$ cat src/rtl/uart_pkg.sv
// Shared constants and helpers for the UART datapath buffers.
package uart_pkg;

  localparam int DEF_DBIT  = 8;
  localparam int DEF_DEPTH = 16;

  // Read-mode encodings for the FWFT parameter.
  localparam int FWFT_OFF = 0;
  localparam int FWFT_ON  = 1;

  // A pointer into a two-entry buffer still needs one bit.
  function automatic int ptr_width(input int depth);
    return (depth <= 2) ? 1 : $clog2(depth);
  endfunction

endpackage

$ cat src/rtl/uart_fifo_ctrl_if.sv
// Host-facing handshake bundle of the UART FIFO; the FIFO is the slave side.
interface uart_fifo_ctrl_if
  import uart_pkg::*;
#(
  parameter int DBIT  = DEF_DBIT,
  parameter int DEPTH = DEF_DEPTH
);

  localparam int CW = $clog2(DEPTH + 1);

  logic            clr;
  logic            wr_en;
  logic [DBIT-1:0] wr_data;
  logic            rd_en;
  logic [DBIT-1:0] rd_data;
  logic            rd_valid;
  logic            empty;
  logic            full;
  logic            almost_empty;
  logic            almost_full;
  logic [CW-1:0]   count;
  logic            overflow;
  logic            underflow;
  logic            err_clr;

  modport master (
    output clr, wr_en, wr_data, rd_en, err_clr,
    input  rd_data, rd_valid, empty, full, almost_empty, almost_full,
           count, overflow, underflow
  );

  modport slave (
    input  clr, wr_en, wr_data, rd_en, err_clr,
    output rd_data, rd_valid, empty, full, almost_empty, almost_full,
           count, overflow, underflow
  );

endinterface

$ cat src/rtl/fifo_mem_2p.sv
// DEPTH x DBIT register file: synchronous write port, asynchronous read port.
module fifo_mem_2p #(
  parameter int DBIT  = 8,
  parameter int DEPTH = 16,
  parameter int AW    = 4
) (
  input  logic            clk,
  input  logic            we_i,
  input  logic [AW-1:0]   waddr_i,
  input  logic [DBIT-1:0] wdata_i,
  input  logic [AW-1:0]   raddr_i,
  output logic [DBIT-1:0] rdata_o
);

  logic [DBIT-1:0] mem_q [DEPTH];

  // NOTE: storage has no reset; the pointers and count alone define which entries are live.
  always_ff @(posedge clk) begin
    if (we_i) mem_q[waddr_i] <= wdata_i;
  end

  assign rdata_o = mem_q[raddr_i];

endmodule

$ cat src/rtl/uart_fifo_ctrl.sv
// Parametrised synchronous FIFO controller for the UART TX/RX paths: pointers,
// occupancy, threshold flags, optional FWFT read, flush and sticky error flags.
module uart_fifo_ctrl
  import uart_pkg::*;
#(
  parameter int DBIT      = DEF_DBIT,
  parameter int DEPTH     = DEF_DEPTH,
  parameter int FWFT      = FWFT_OFF,
  parameter int AF_THRESH = DEPTH - 2,
  parameter int AE_THRESH = 2
) (
  input  logic             clk,
  input  logic             rst,
  uart_fifo_ctrl_if.slave  bus
);

  localparam int PW = ptr_width(DEPTH);
  localparam int CW = $clog2(DEPTH + 1);

  localparam logic [PW-1:0] PTR_LAST = PW'(DEPTH - 1);
  localparam logic [CW-1:0] CNT_FULL = CW'(DEPTH);
  localparam logic [CW-1:0] CNT_AF   = CW'(AF_THRESH);
  localparam logic [CW-1:0] CNT_AE   = CW'(AE_THRESH);

  logic [PW-1:0]   wr_ptr_q, wr_ptr_d;
  logic [PW-1:0]   rd_ptr_q, rd_ptr_d;
  logic [CW-1:0]   count_q, count_d;
  logic [DBIT-1:0] rd_data_q, rd_data_d;
  logic            rd_valid_q, rd_valid_d;
  logic            overflow_q, overflow_d;
  logic            underflow_q, underflow_d;

  logic            empty, full;
  logic            wr_acc, rd_acc;
  logic [DBIT-1:0] mem_rdata;

  // Explicit wrap keeps non-power-of-two depths correct.
  function automatic logic [PW-1:0] ptr_inc(input logic [PW-1:0] p);
    return (p == PTR_LAST) ? '0 : p + PW'(1);
  endfunction

  assign empty  = (count_q == '0);
  assign full   = (count_q == CNT_FULL);
  assign wr_acc = bus.wr_en & ~full  & ~bus.clr;
  assign rd_acc = bus.rd_en & ~empty & ~bus.clr;

  fifo_mem_2p #(
    .DBIT  (DBIT),
    .DEPTH (DEPTH),
    .AW    (PW)
  ) u_mem (
    .clk     (clk),
    .we_i    (wr_acc),
    .waddr_i (wr_ptr_q),
    .wdata_i (bus.wr_data),
    .raddr_i (rd_ptr_q),
    .rdata_o (mem_rdata)
  );

  // NOTE: every output of this block takes a default first so no latch is inferred.
  always_comb begin
    wr_ptr_d    = wr_ptr_q;
    rd_ptr_d    = rd_ptr_q;
    count_d     = count_q;
    rd_data_d   = rd_data_q;
    rd_valid_d  = 1'b0;
    overflow_d  = bus.err_clr ? 1'b0 : overflow_q;
    underflow_d = bus.err_clr ? 1'b0 : underflow_q;

    if (bus.clr) begin
      wr_ptr_d = '0;
      rd_ptr_d = '0;
      count_d  = '0;
    end else begin
      if (wr_acc) wr_ptr_d = ptr_inc(wr_ptr_q);
      if (rd_acc) begin
        rd_ptr_d   = ptr_inc(rd_ptr_q);
        rd_data_d  = mem_rdata;
        rd_valid_d = 1'b1;
      end
      unique case ({wr_acc, rd_acc})
        2'b10:   count_d = count_q + CW'(1);
        2'b01:   count_d = count_q - CW'(1);
        default: count_d = count_q;
      endcase
      // Setting an error flag wins over a same-cycle err_clr.
      if (bus.wr_en && full)  overflow_d  = 1'b1;
      if (bus.rd_en && empty) underflow_d = 1'b1;
    end
  end

  // NOTE: sequential state uses non-blocking assignments so all registers update together.
  always_ff @(posedge clk or posedge rst) begin
    if (rst) begin
      wr_ptr_q    <= '0;
      rd_ptr_q    <= '0;
      count_q     <= '0;
      rd_data_q   <= '0;
      rd_valid_q  <= 1'b0;
      overflow_q  <= 1'b0;
      underflow_q <= 1'b0;
    end else begin
      wr_ptr_q    <= wr_ptr_d;
      rd_ptr_q    <= rd_ptr_d;
      count_q     <= count_d;
      rd_data_q   <= rd_data_d;
      rd_valid_q  <= rd_valid_d;
      overflow_q  <= overflow_d;
      underflow_q <= underflow_d;
    end
  end

  assign bus.rd_data      = (FWFT == FWFT_ON) ? mem_rdata : rd_data_q;
  assign bus.rd_valid     = (FWFT == FWFT_ON) ? ~empty    : rd_valid_q;
  assign bus.empty        = empty;
  assign bus.full         = full;
  assign bus.almost_empty = (count_q <= CNT_AE);
  assign bus.almost_full  = (count_q >= CNT_AF);
  assign bus.count        = count_q;
  assign bus.overflow     = overflow_q;
  assign bus.underflow    = underflow_q;

endmodule

$ cat src/flat_wrapper.sv
// flat-port wrapper written by rule: the top's interface ports become plain ports
module uart_fifo_ctrl_flat import uart_pkg::*;
#(
  parameter int DBIT      = DEF_DBIT,
  parameter int DEPTH     = DEF_DEPTH,
  parameter int FWFT      = FWFT_OFF,
  parameter int AF_THRESH = DEPTH - 2,
  parameter int AE_THRESH = 2
)
  (clk, rst, bus_clr, bus_wr_en, bus_wr_data, bus_rd_en, bus_err_clr, bus_rd_data, bus_rd_valid, bus_empty, bus_full, bus_almost_empty, bus_almost_full, bus_count, bus_overflow, bus_underflow);
  uart_fifo_ctrl_if #(.DBIT(DBIT), .DEPTH(DEPTH)) bus_i ();
  input  logic clk;
  input  logic rst;
  input wire logic [$bits(bus_i.clr)-1:0] bus_clr;
  input wire logic [$bits(bus_i.wr_en)-1:0] bus_wr_en;
  input wire logic [$bits(bus_i.wr_data)-1:0] bus_wr_data;
  input wire logic [$bits(bus_i.rd_en)-1:0] bus_rd_en;
  input wire logic [$bits(bus_i.err_clr)-1:0] bus_err_clr;
  output wire logic [$bits(bus_i.rd_data)-1:0] bus_rd_data;
  output wire logic [$bits(bus_i.rd_valid)-1:0] bus_rd_valid;
  output wire logic [$bits(bus_i.empty)-1:0] bus_empty;
  output wire logic [$bits(bus_i.full)-1:0] bus_full;
  output wire logic [$bits(bus_i.almost_empty)-1:0] bus_almost_empty;
  output wire logic [$bits(bus_i.almost_full)-1:0] bus_almost_full;
  output wire logic [$bits(bus_i.count)-1:0] bus_count;
  output wire logic [$bits(bus_i.overflow)-1:0] bus_overflow;
  output wire logic [$bits(bus_i.underflow)-1:0] bus_underflow;
  assign bus_i.clr = bus_clr;
  assign bus_i.wr_en = bus_wr_en;
  assign bus_i.wr_data = bus_wr_data;
  assign bus_i.rd_en = bus_rd_en;
  assign bus_i.err_clr = bus_err_clr;
  assign bus_rd_data = bus_i.rd_data;
  assign bus_rd_valid = bus_i.rd_valid;
  assign bus_empty = bus_i.empty;
  assign bus_full = bus_i.full;
  assign bus_almost_empty = bus_i.almost_empty;
  assign bus_almost_full = bus_i.almost_full;
  assign bus_count = bus_i.count;
  assign bus_overflow = bus_i.overflow;
  assign bus_underflow = bus_i.underflow;
  uart_fifo_ctrl #(.DBIT(DBIT), .DEPTH(DEPTH), .FWFT(FWFT), .AF_THRESH(AF_THRESH), .AE_THRESH(AE_THRESH)) u_core (.clk(clk), .rst(rst), .bus(bus_i));
endmodule
$ cat config.mk
export PLATFORM = sky130hd
export DESIGN_NAME = uart_fifo_ctrl_flat
export DESIGN_NICKNAME = d
export VERILOG_FILES = /design/src/rtl/uart_pkg.sv /design/src/rtl/uart_fifo_ctrl_if.sv /design/src/rtl/fifo_mem_2p.sv /design/src/rtl/uart_fifo_ctrl.sv /design/src/flat_wrapper.sv
export SDC_FILE = /design/constraint.sdc
export NUM_CORES = 1
export LEC_CHECK = 0
export CORE_MARGIN = 2
export CORE_UTILIZATION = 25
export CTS_CLUSTER_DIAMETER = 30
export DETAILED_ROUTE_END_ITERATION = 12
export DONT_BUFFER_PORTS = 1
export PLACE_DENSITY = 0.36
export SYNTH_ARGS = -nofsm -noshare
export SYNTH_HDL_FRONTEND = slang
export SYNTH_SLANG_ARGS = --single-unit
$ cat constraint.sdc
create_clock -name clk -period 3.6 [get_ports clk]
set_input_delay 1.08 -clock clk [delete_from_list [all_inputs] [get_ports clk]]
set_output_delay 1.08 -clock clk [all_outputs]
set_load 0.02 [all_outputs]
==> metrics, run 1 <==
Total Routed Length 14400 µm; cell area after synthesis 0.00626 mm²; largest net degree at the start of global routing 37; I/O Pins 34; Synth area leaders edfxtp_1, mux4_2, dfrtp_1; Synth Area in Simple Gates 0.0597; Post-CTS Hold Buffers 0; Post-synth top cells edfxtp_1, nor2_1, mux4_2, dfrtp_1, mux2i_1; Syn Area/Cell 18.0 µm²; reg2reg start u_core.bus.count[1]$_DFFE_PP0P_; standard-cell rows between 50 and 60; Hold/Removal Path Class flip-flop to flip-flop; worst relative slew slack 0.315; YS warnings 0; Worst VDD drop 0.301 mV; cts bufs inserted 17; chip width about 160 µm; number of global-route vias before repair between 3000 and 4000; CP max stage cell dfrtp_1; Total Power roughly 0.005 W; Max Cap Violations 0; Global Route Usage Sum 0.117; Worst-path clk slew 0.06 ns; launch point of the worst path u_core.bus.count[1]$_DFFE_PP0P_; post-cts gate resize count 0; drt first pass iters 4; RSZ-0062 raised after global routing false; crit-path leading delay family simple AND/OR/NAND/NOR gates; Crit Path Max Fanout 11; Starting DRT DRC Count between 200 and 300; Layout Nets 391; GPL Wtd Cong 0.734; largest family of logic cells by synthesized area multiplexers; core area 0.0245 mm²; power per cell area 694 mW/mm²; hold depth 1; largest area contributor in the netlist edfxtp_1; Yosys reg bits 152; initial antenna violation count 0; Worst path depth 3; Die Ht 162 µm; Post-Synth XOR/XNOR Area 0.00699; later-pin clock latency in the skew report approximately 0.42 ns; total die area 0.0263 mm²; layout cell share with drive strength beyond 1 0.251; Net Sw Power 0.00144 W; final hold vios 0; sequential fraction of design power 0.448; R2R depth 8; Leak 2.39 nW; Layout area overhead 17.8%; min-delay src u_core.rd_ptr_q[1]$_DFFE_PP0P_; combinational share of power 0.169; switching share of power 0.280; fmax roughly 340 MHz; Post-synth EDFFs 128; CP Cell Sequence nor4_4, nand2b_1, inv_2; Worst-Margin Slew 1.02 ns; final setup fails 0; status finished clean; first-pass GRT wire length between 20000 and 25000 µm; Synth Area in Compound Gates 0.0392; dpl cells 675; CTS tree done; clk root buf clkbuf_16; sequential area share after synthesis 0.710; fillers 2405; crit path buf inv count 1; Synth Flop Type edfxtp_1; final core utilization 0.302; setup total negative slack 0 ns; multiplexer area fraction after synthesis 0.149; crit path capture type output pin; buffers added on ports 0; Post-CTS Setup Repair Bufs 0; HPWL Detailed 9190 µm; clk_skew 0.0133 ns; Max Root-Sink Buffers 2; H-tree depth 4; post-synth cell types 44; fin crit period 2.92 ns; most frequent cell after synthesis edfxtp_1; GRT overflow 0; Syn Inst Count ~350; Required @ worst endpoint 2.52 ns; drt drc 0; Clk pwr share 0.383; internal cell power 0.00369 W; Critical Path Start Type flip-flop; Final period util 0.811; asr flop ratio synth 0.158; Synthesized Nets 369; Crit Path Class flip-flop to output pin; max incr delay on CP 0.59 ns; Post-Layout Cell Count 707; starting density of the core 0.256; CTS Sinks 152; crit path DAT between 1.5 and 2 ns; Routed WL per cell 20.4 µm; DRT antenna net count 0; Ant. Diodes 0; fin. max-slew vios 0; Post-Synth Adder-Cell Area 0.0140; Via density 4.44; area fraction of the dominant cell type after synthesis 0.614; via count 3137
-- cell usage in the layout, fill, tap and decap left out, types with 2 or more instances in the layout --
cell / netlist / routed
a31o_2: 3 / 3
inv_1: 5 / 5
nor2_1: 33 / 33
ha_1: 7 / 7
nor4_1: 2 / 2
a22o_1: 2 / 2
clkinv_4: 0 / 2
bufinv_16: 0 / 5
a21oi_1: 4 / 4
mux4_2: 32 / 32
clkbuf_1: 5 / 2
clkbuf_16: 0 / 17
nand3b_1: 2 / 2
mux2i_1: 19 / 19
nand3_1: 4 / 4
and2_1: 2 / 2
nand2_1: 13 / 13
xor2_1: 5 / 5
dfrtp_1: 24 / 23
buf_4: 2 / 22
nor3_1: 6 / 6
nand2b_1: 4 / 4
a221o_1: 2 / 2
o21ai_0: 4 / 4
a221oi_1: 8 / 8
inv_6: 0 / 3
edfxtp_1: 128 / 128
and2b_1: 3 / 3
-- kinds of logic after synthesis --
kind of cell | Yosys count
compound gates | 31
xor+xnor | 5
fa+ha+maj | 7
buf+inv | 25
flops | 152
mux | 53
simple gates | 75
-- flip-flops by register name (all words and copies together), names as in the netlist --
| register | flops |
|---|---|
| u_core.bus.count | 5 |
| u_core.bus.overflow | 1 |
| u_core.bus.rd_data | 8 |
| u_core.bus.rd_valid | 1 |
| u_core.bus.underflow | 1 |
| u_core.rd_ptr_q | 4 |
| u_core.u_mem.mem_q | 128 |
| u_core.wr_ptr_q | 4 |
-- per-layer routing --
metal  track usage  vias to the layer above  wire, µm
li1              -                     1421         -
met1         0.156                     1635      6690
met2         0.183                       68      6910
met3        0.0317                       13       542
met4        0.0471                        0       258
met5             0                        -         0
-- final timing paths --
check	endpoint	slack, ns
min	u_core.rd_ptr_q[1]$_DFFE_PP0P_	0.61
min in group asynchronous	u_core.bus.rd_valid$_DFF_PP0_	0.78
max in group asynchronous	u_core.rd_ptr_q[0]$_DFFE_PP0P_	2.15
max reg2reg	u_core.bus.count[4]$_DFFE_PP0P_	0.78
min reg2reg	u_core.rd_ptr_q[1]$_DFFE_PP0P_	0.61
max	bus_empty	0.68
-- power groups by stage --
stage,clock network [W],registers [W],logic [W]
after floorplan,0,0.00222,0.000773
after global placement,0,0.00234,0.000890
after detailed placement,0,0.00234,0.000885
after CTS,0.00201,0.00230,0.000890
after global routing,0.00209,0.00232,0.000954
final,0.00196,0.00229,0.000865
-- layout make-up --
type	instances	area, µm²	area share
Sequential cell	152	4450	0.603
Multi-Input combinational cell	171	1690	0.229
Clock buffer	19	433	0.0587
Tap cell	324	405	0.0550
Clock inverter	13	218	0.0295
Timing Repair Buffer	22	165	0.0224
Inverter	6	22.5	0.00305
-- per-stage QoR --
| stage | cell area (µm²) | hold slack [ns] | setup WS (ns) |
|---|---|---|---|
| 3_3_place_gp | 6730 | 0.591 | 0.468 |
| 6_report | 7380 | 0.608 | 0.680 |
| 3_5_place_dp | 6730 | 0.597 | 0.436 |
| 2_1_floorplan | 6260 | 0.537 | 0.434 |
| 4_1_cts | 7380 | 0.616 | 0.612 |
| 5_1_grt | 7380 | 0.671 | 0.489 |
Power figures use the tool's default switching activity.
==> run 2, diff against run 1 <==
--- a/config.mk
+++ b/config.mk
@@ -10,7 +10,7 @@
 export CTS_CLUSTER_DIAMETER = 30
 export DETAILED_ROUTE_END_ITERATION = 12
 export DONT_BUFFER_PORTS = 1
-export PLACE_DENSITY = 0.36
+export PLACE_DENSITY = 0.38
 export SYNTH_ARGS = -nofsm -noshare
 export SYNTH_HDL_FRONTEND = slang
 export SYNTH_SLANG_ARGS = --single-unit
==> constraint.sdc (replaced) <==
create_clock -name clk -period 2.4 [get_ports clk]
set_input_delay 0.72 -clock clk [delete_from_list [all_inputs] [get_ports clk]]
set_output_delay 0.72 -clock clk [all_outputs]
set_load 0.02 [all_outputs]
==> run 2 against run 1 <==
Net effect: wire length down 1.6%; sequential cell count unchanged; first-iteration DRC count down 32%; design area up 0.85%; highest routed layer unchanged; total power up 46%; register-to-register slack worse by 0.74 ns.
==> metrics, run 2 (synthesis gave the netlist of run 1 again) <==
status finished clean; reg2reg start u_core.bus.count[0]$_DFFE_PP0P_; drt drc 0 (unchanged); via count 3207 (+2.2%); number of global-route vias before repair 3455 (+3.6%); GRT overflow 0 (unchanged); starting density of the core 0.256 (unchanged); Leak 2.42 nW (+1.2%); combinational share of power 0.226 (+0.057); crit-path leading delay family simple AND/OR/NAND/NOR gates; worst relative slew slack 0.694 (+0.379); CTS tree done; final hold vios 0 (unchanged); RSZ-0062 raised after global routing true; Required @ worst endpoint 2.70 ns (+0.18 ns); Layout Nets 406 (+3.8%); H-tree depth 4 (unchanged); Max Cap Violations 0 (unchanged); Die Ht 162 µm (unchanged); standard-cell rows 57 (unchanged); core area 0.0245 mm² (unchanged); fmax 423 MHz; cts bufs inserted 17 (unchanged); Max Root-Sink Buffers 2 (unchanged); first-pass GRT wire length 21900 µm (+0.67%); max reg flops 128 (unchanged); layout cell share with drive strength beyond 1 0.286 (+0.0358); final setup fails 0 (unchanged); fin crit period approximately 2.4 ns; Crit Path Max Fanout 3 (-8); Post-Layout Inst Area 0.00744 mm² (+0.85%); HPWL Detailed 9090 µm (-1.1%); Routed WL per cell 19.6 µm (-3.6%); sequential fraction of design power 0.437 (-0.011); Via density 4.44 (+0.11%); Post-CTS Hold Buffers 0 (unchanged); buffers added on ports 0 (unchanged); crit path capture type flip-flop; clk_skew 0.0127 ns (-0.000596 ns); power per cell area 1010 mW/mm² (+45%); setup total negative slack 0 ns (unchanged); later-pin clock latency in the skew report 0.42 ns (about the same); GPL Wtd Cong 0.725 (-1.3%); Clk pwr share 0.337 (-0.046); Total Power 0.00749 W (+46%); Ant. Diodes 0 (unchanged); clk root buf clkbuf_16; Final period util 0.985; initial antenna violation count 0 (unchanged); final hold slack 0.175 ns (-0.433 ns); Worst-path clk slew 0.07 ns (about the same); Total Routed Length 14200 µm (-1.6%); CTS Sinks 152 (unchanged); I/O Pins 34 (unchanged); CP max stage cell dfrtp_1; most frequent cells in the layout edfxtp_1, buf_4, nor2_1; Critical Path Start Type flip-flop; max incr delay on CP 0.41 ns (-0.18 ns); Worst-Margin Slew 0.447 ns (-0.573 ns); drt first pass iters 4 (unchanged); Starting DRT DRC Count 200 (-32%); Global Route Usage Sum 0.116 (-0.00133); Crit Path Class flip-flop to flip-flop; crit path DAT 2.67 ns (+0.83 ns); switching share of power 0.297 (+0.0172); fin. max-slew vios 0 (unchanged); Layout area overhead 18.8%; Hold/Removal Path Class primary input to asynchronous set/reset pin; Net Sw Power 0.00223 W (+55%); Post-DP Area 0.00686 mm² (+2.0%); CP Cell Sequence nor4_4, mux2i_4, xor2_1, ha_2, or3_1, a21oi_2, mux2i_1, a221o_1; crit path buf inv count 0 (-1); Worst VDD drop 0.737 mV (+150%); launch point of the worst path u_core.bus.count[0]$_DFFE_PP0P_; largest net degree at the start of global routing 37 (unchanged); total die area 0.0263 mm² (unchanged); internal cell power 0.00526 W (+43%); Most flops, register u_core.u_mem.mem_q; DRT antenna net count 0 (unchanged); commonest non-fill, non-tap cell in the layout edfxtp_1; chip width 162 µm (unchanged)
-- run 2: cell types whose count changed in the layout (fill, tap and decap cells not counted), sizes merged --
cell	previous run	this run
clkbuf	19	18
clkinv	3	5
clkinvlp	1	4
buf	22	37
bufinv	5	1
-- run 2: repair_timing --
item                                    in CTS  in global routing
endpoints found under the setup margin       2                  5
hold endpoints to repair                     0                  0
pin swaps                                    1                  2
setup buffers                                0                  1
gates resized for setup                      2                  4
-- run 2: metal layers --
layer,vias to the layer above,share of wire,wire [µm],GRT usage
li1,1449,-,-,-
met1,1686,0.46,6590,0.151
met2,59,0.49,6910,0.190
met3,13,0.034,482,0.0253
met4,0,0.014,193,0.0447
met5,-,0,0,0
-- run 2: worst paths after layout --
path | to | slack, ns | cells after the start
hold reg to reg | u_core.bus.count[4]$_DFFE_PP0P_ | 0.60 | 1
setup / recovery | u_core.bus.count[4]$_DFFE_PP0P_ | 0.04 | 8
setup reg to reg | u_core.bus.count[4]$_DFFE_PP0P_ | 0.04 | 8
max in group asynchronous | u_core.bus.rd_data[4]$_DFFE_PP0P_ | 1.64 | 2
hold / removal | u_core.bus.rd_data[7]$_DFFE_PP0P_ | 0.17 | 1
min in group clk | u_core.rd_ptr_q[2]$_DFFE_PP0P_ | 0.36 | 1
-- run 2: power groups by stage --
stage	logic (W)	registers [W]	clock network, W
finish	0.00169	0.00327	0.00253
global route	0.00187	0.00329	0.00269
CTS	0.00169	0.00328	0.00258
detailed placement	0.00166	0.00333	0
global placement	0.00167	0.00332	0
floorplan	0.00118	0.00333	0
-- run 2: area by class of cell --
| cell class | instances | area, µm² |
|---|---|---|
| fill | 2393 | 17000 |
| sequential | 152 | 4450 |
| multi-input combinational | 171 | 1720 |
| clock buffer | 18 | 429 |
| tap | 324 | 405 |
| timing repair buffer | 37 | 290 |
| clock inverter | 14 | 124 |
| inverter | 6 | 27.5 |
-- run 2: metrics by stage --
step	util	std cells	setup slack, ns
final	0.304	722	0.0368
after global routing	0.304	722	-0.0918
after CTS	0.303	721	0.0201
after detailed placement	0.280	689	-0.159
after global placement	0.280	689	-0.155
after floorplan	-	348	-0.251
-- run 2: worst reg2reg max path: stages (launching register included) --
cell and delay (ns):
dfrtp_1 0.41, nor4_4 0.39, mux2i_4 0.30, xor2_1 0.10, ha_2 0.19, or3_1 0.32, a21oi_2 0.12, mux2i_1 0.10
a221o_1 0.32
==> run 3, diff against run 2 <==
--- a/config.mk
+++ b/config.mk
@@ -14,3 +14,4 @@
 export SYNTH_ARGS = -nofsm -noshare
 export SYNTH_HDL_FRONTEND = slang
 export SYNTH_SLANG_ARGS = --single-unit
+export TNS_END_PERCENT = 50
==> results of run 3 <==
The final DEF is identical to that of run 2; final timing and power are the same.
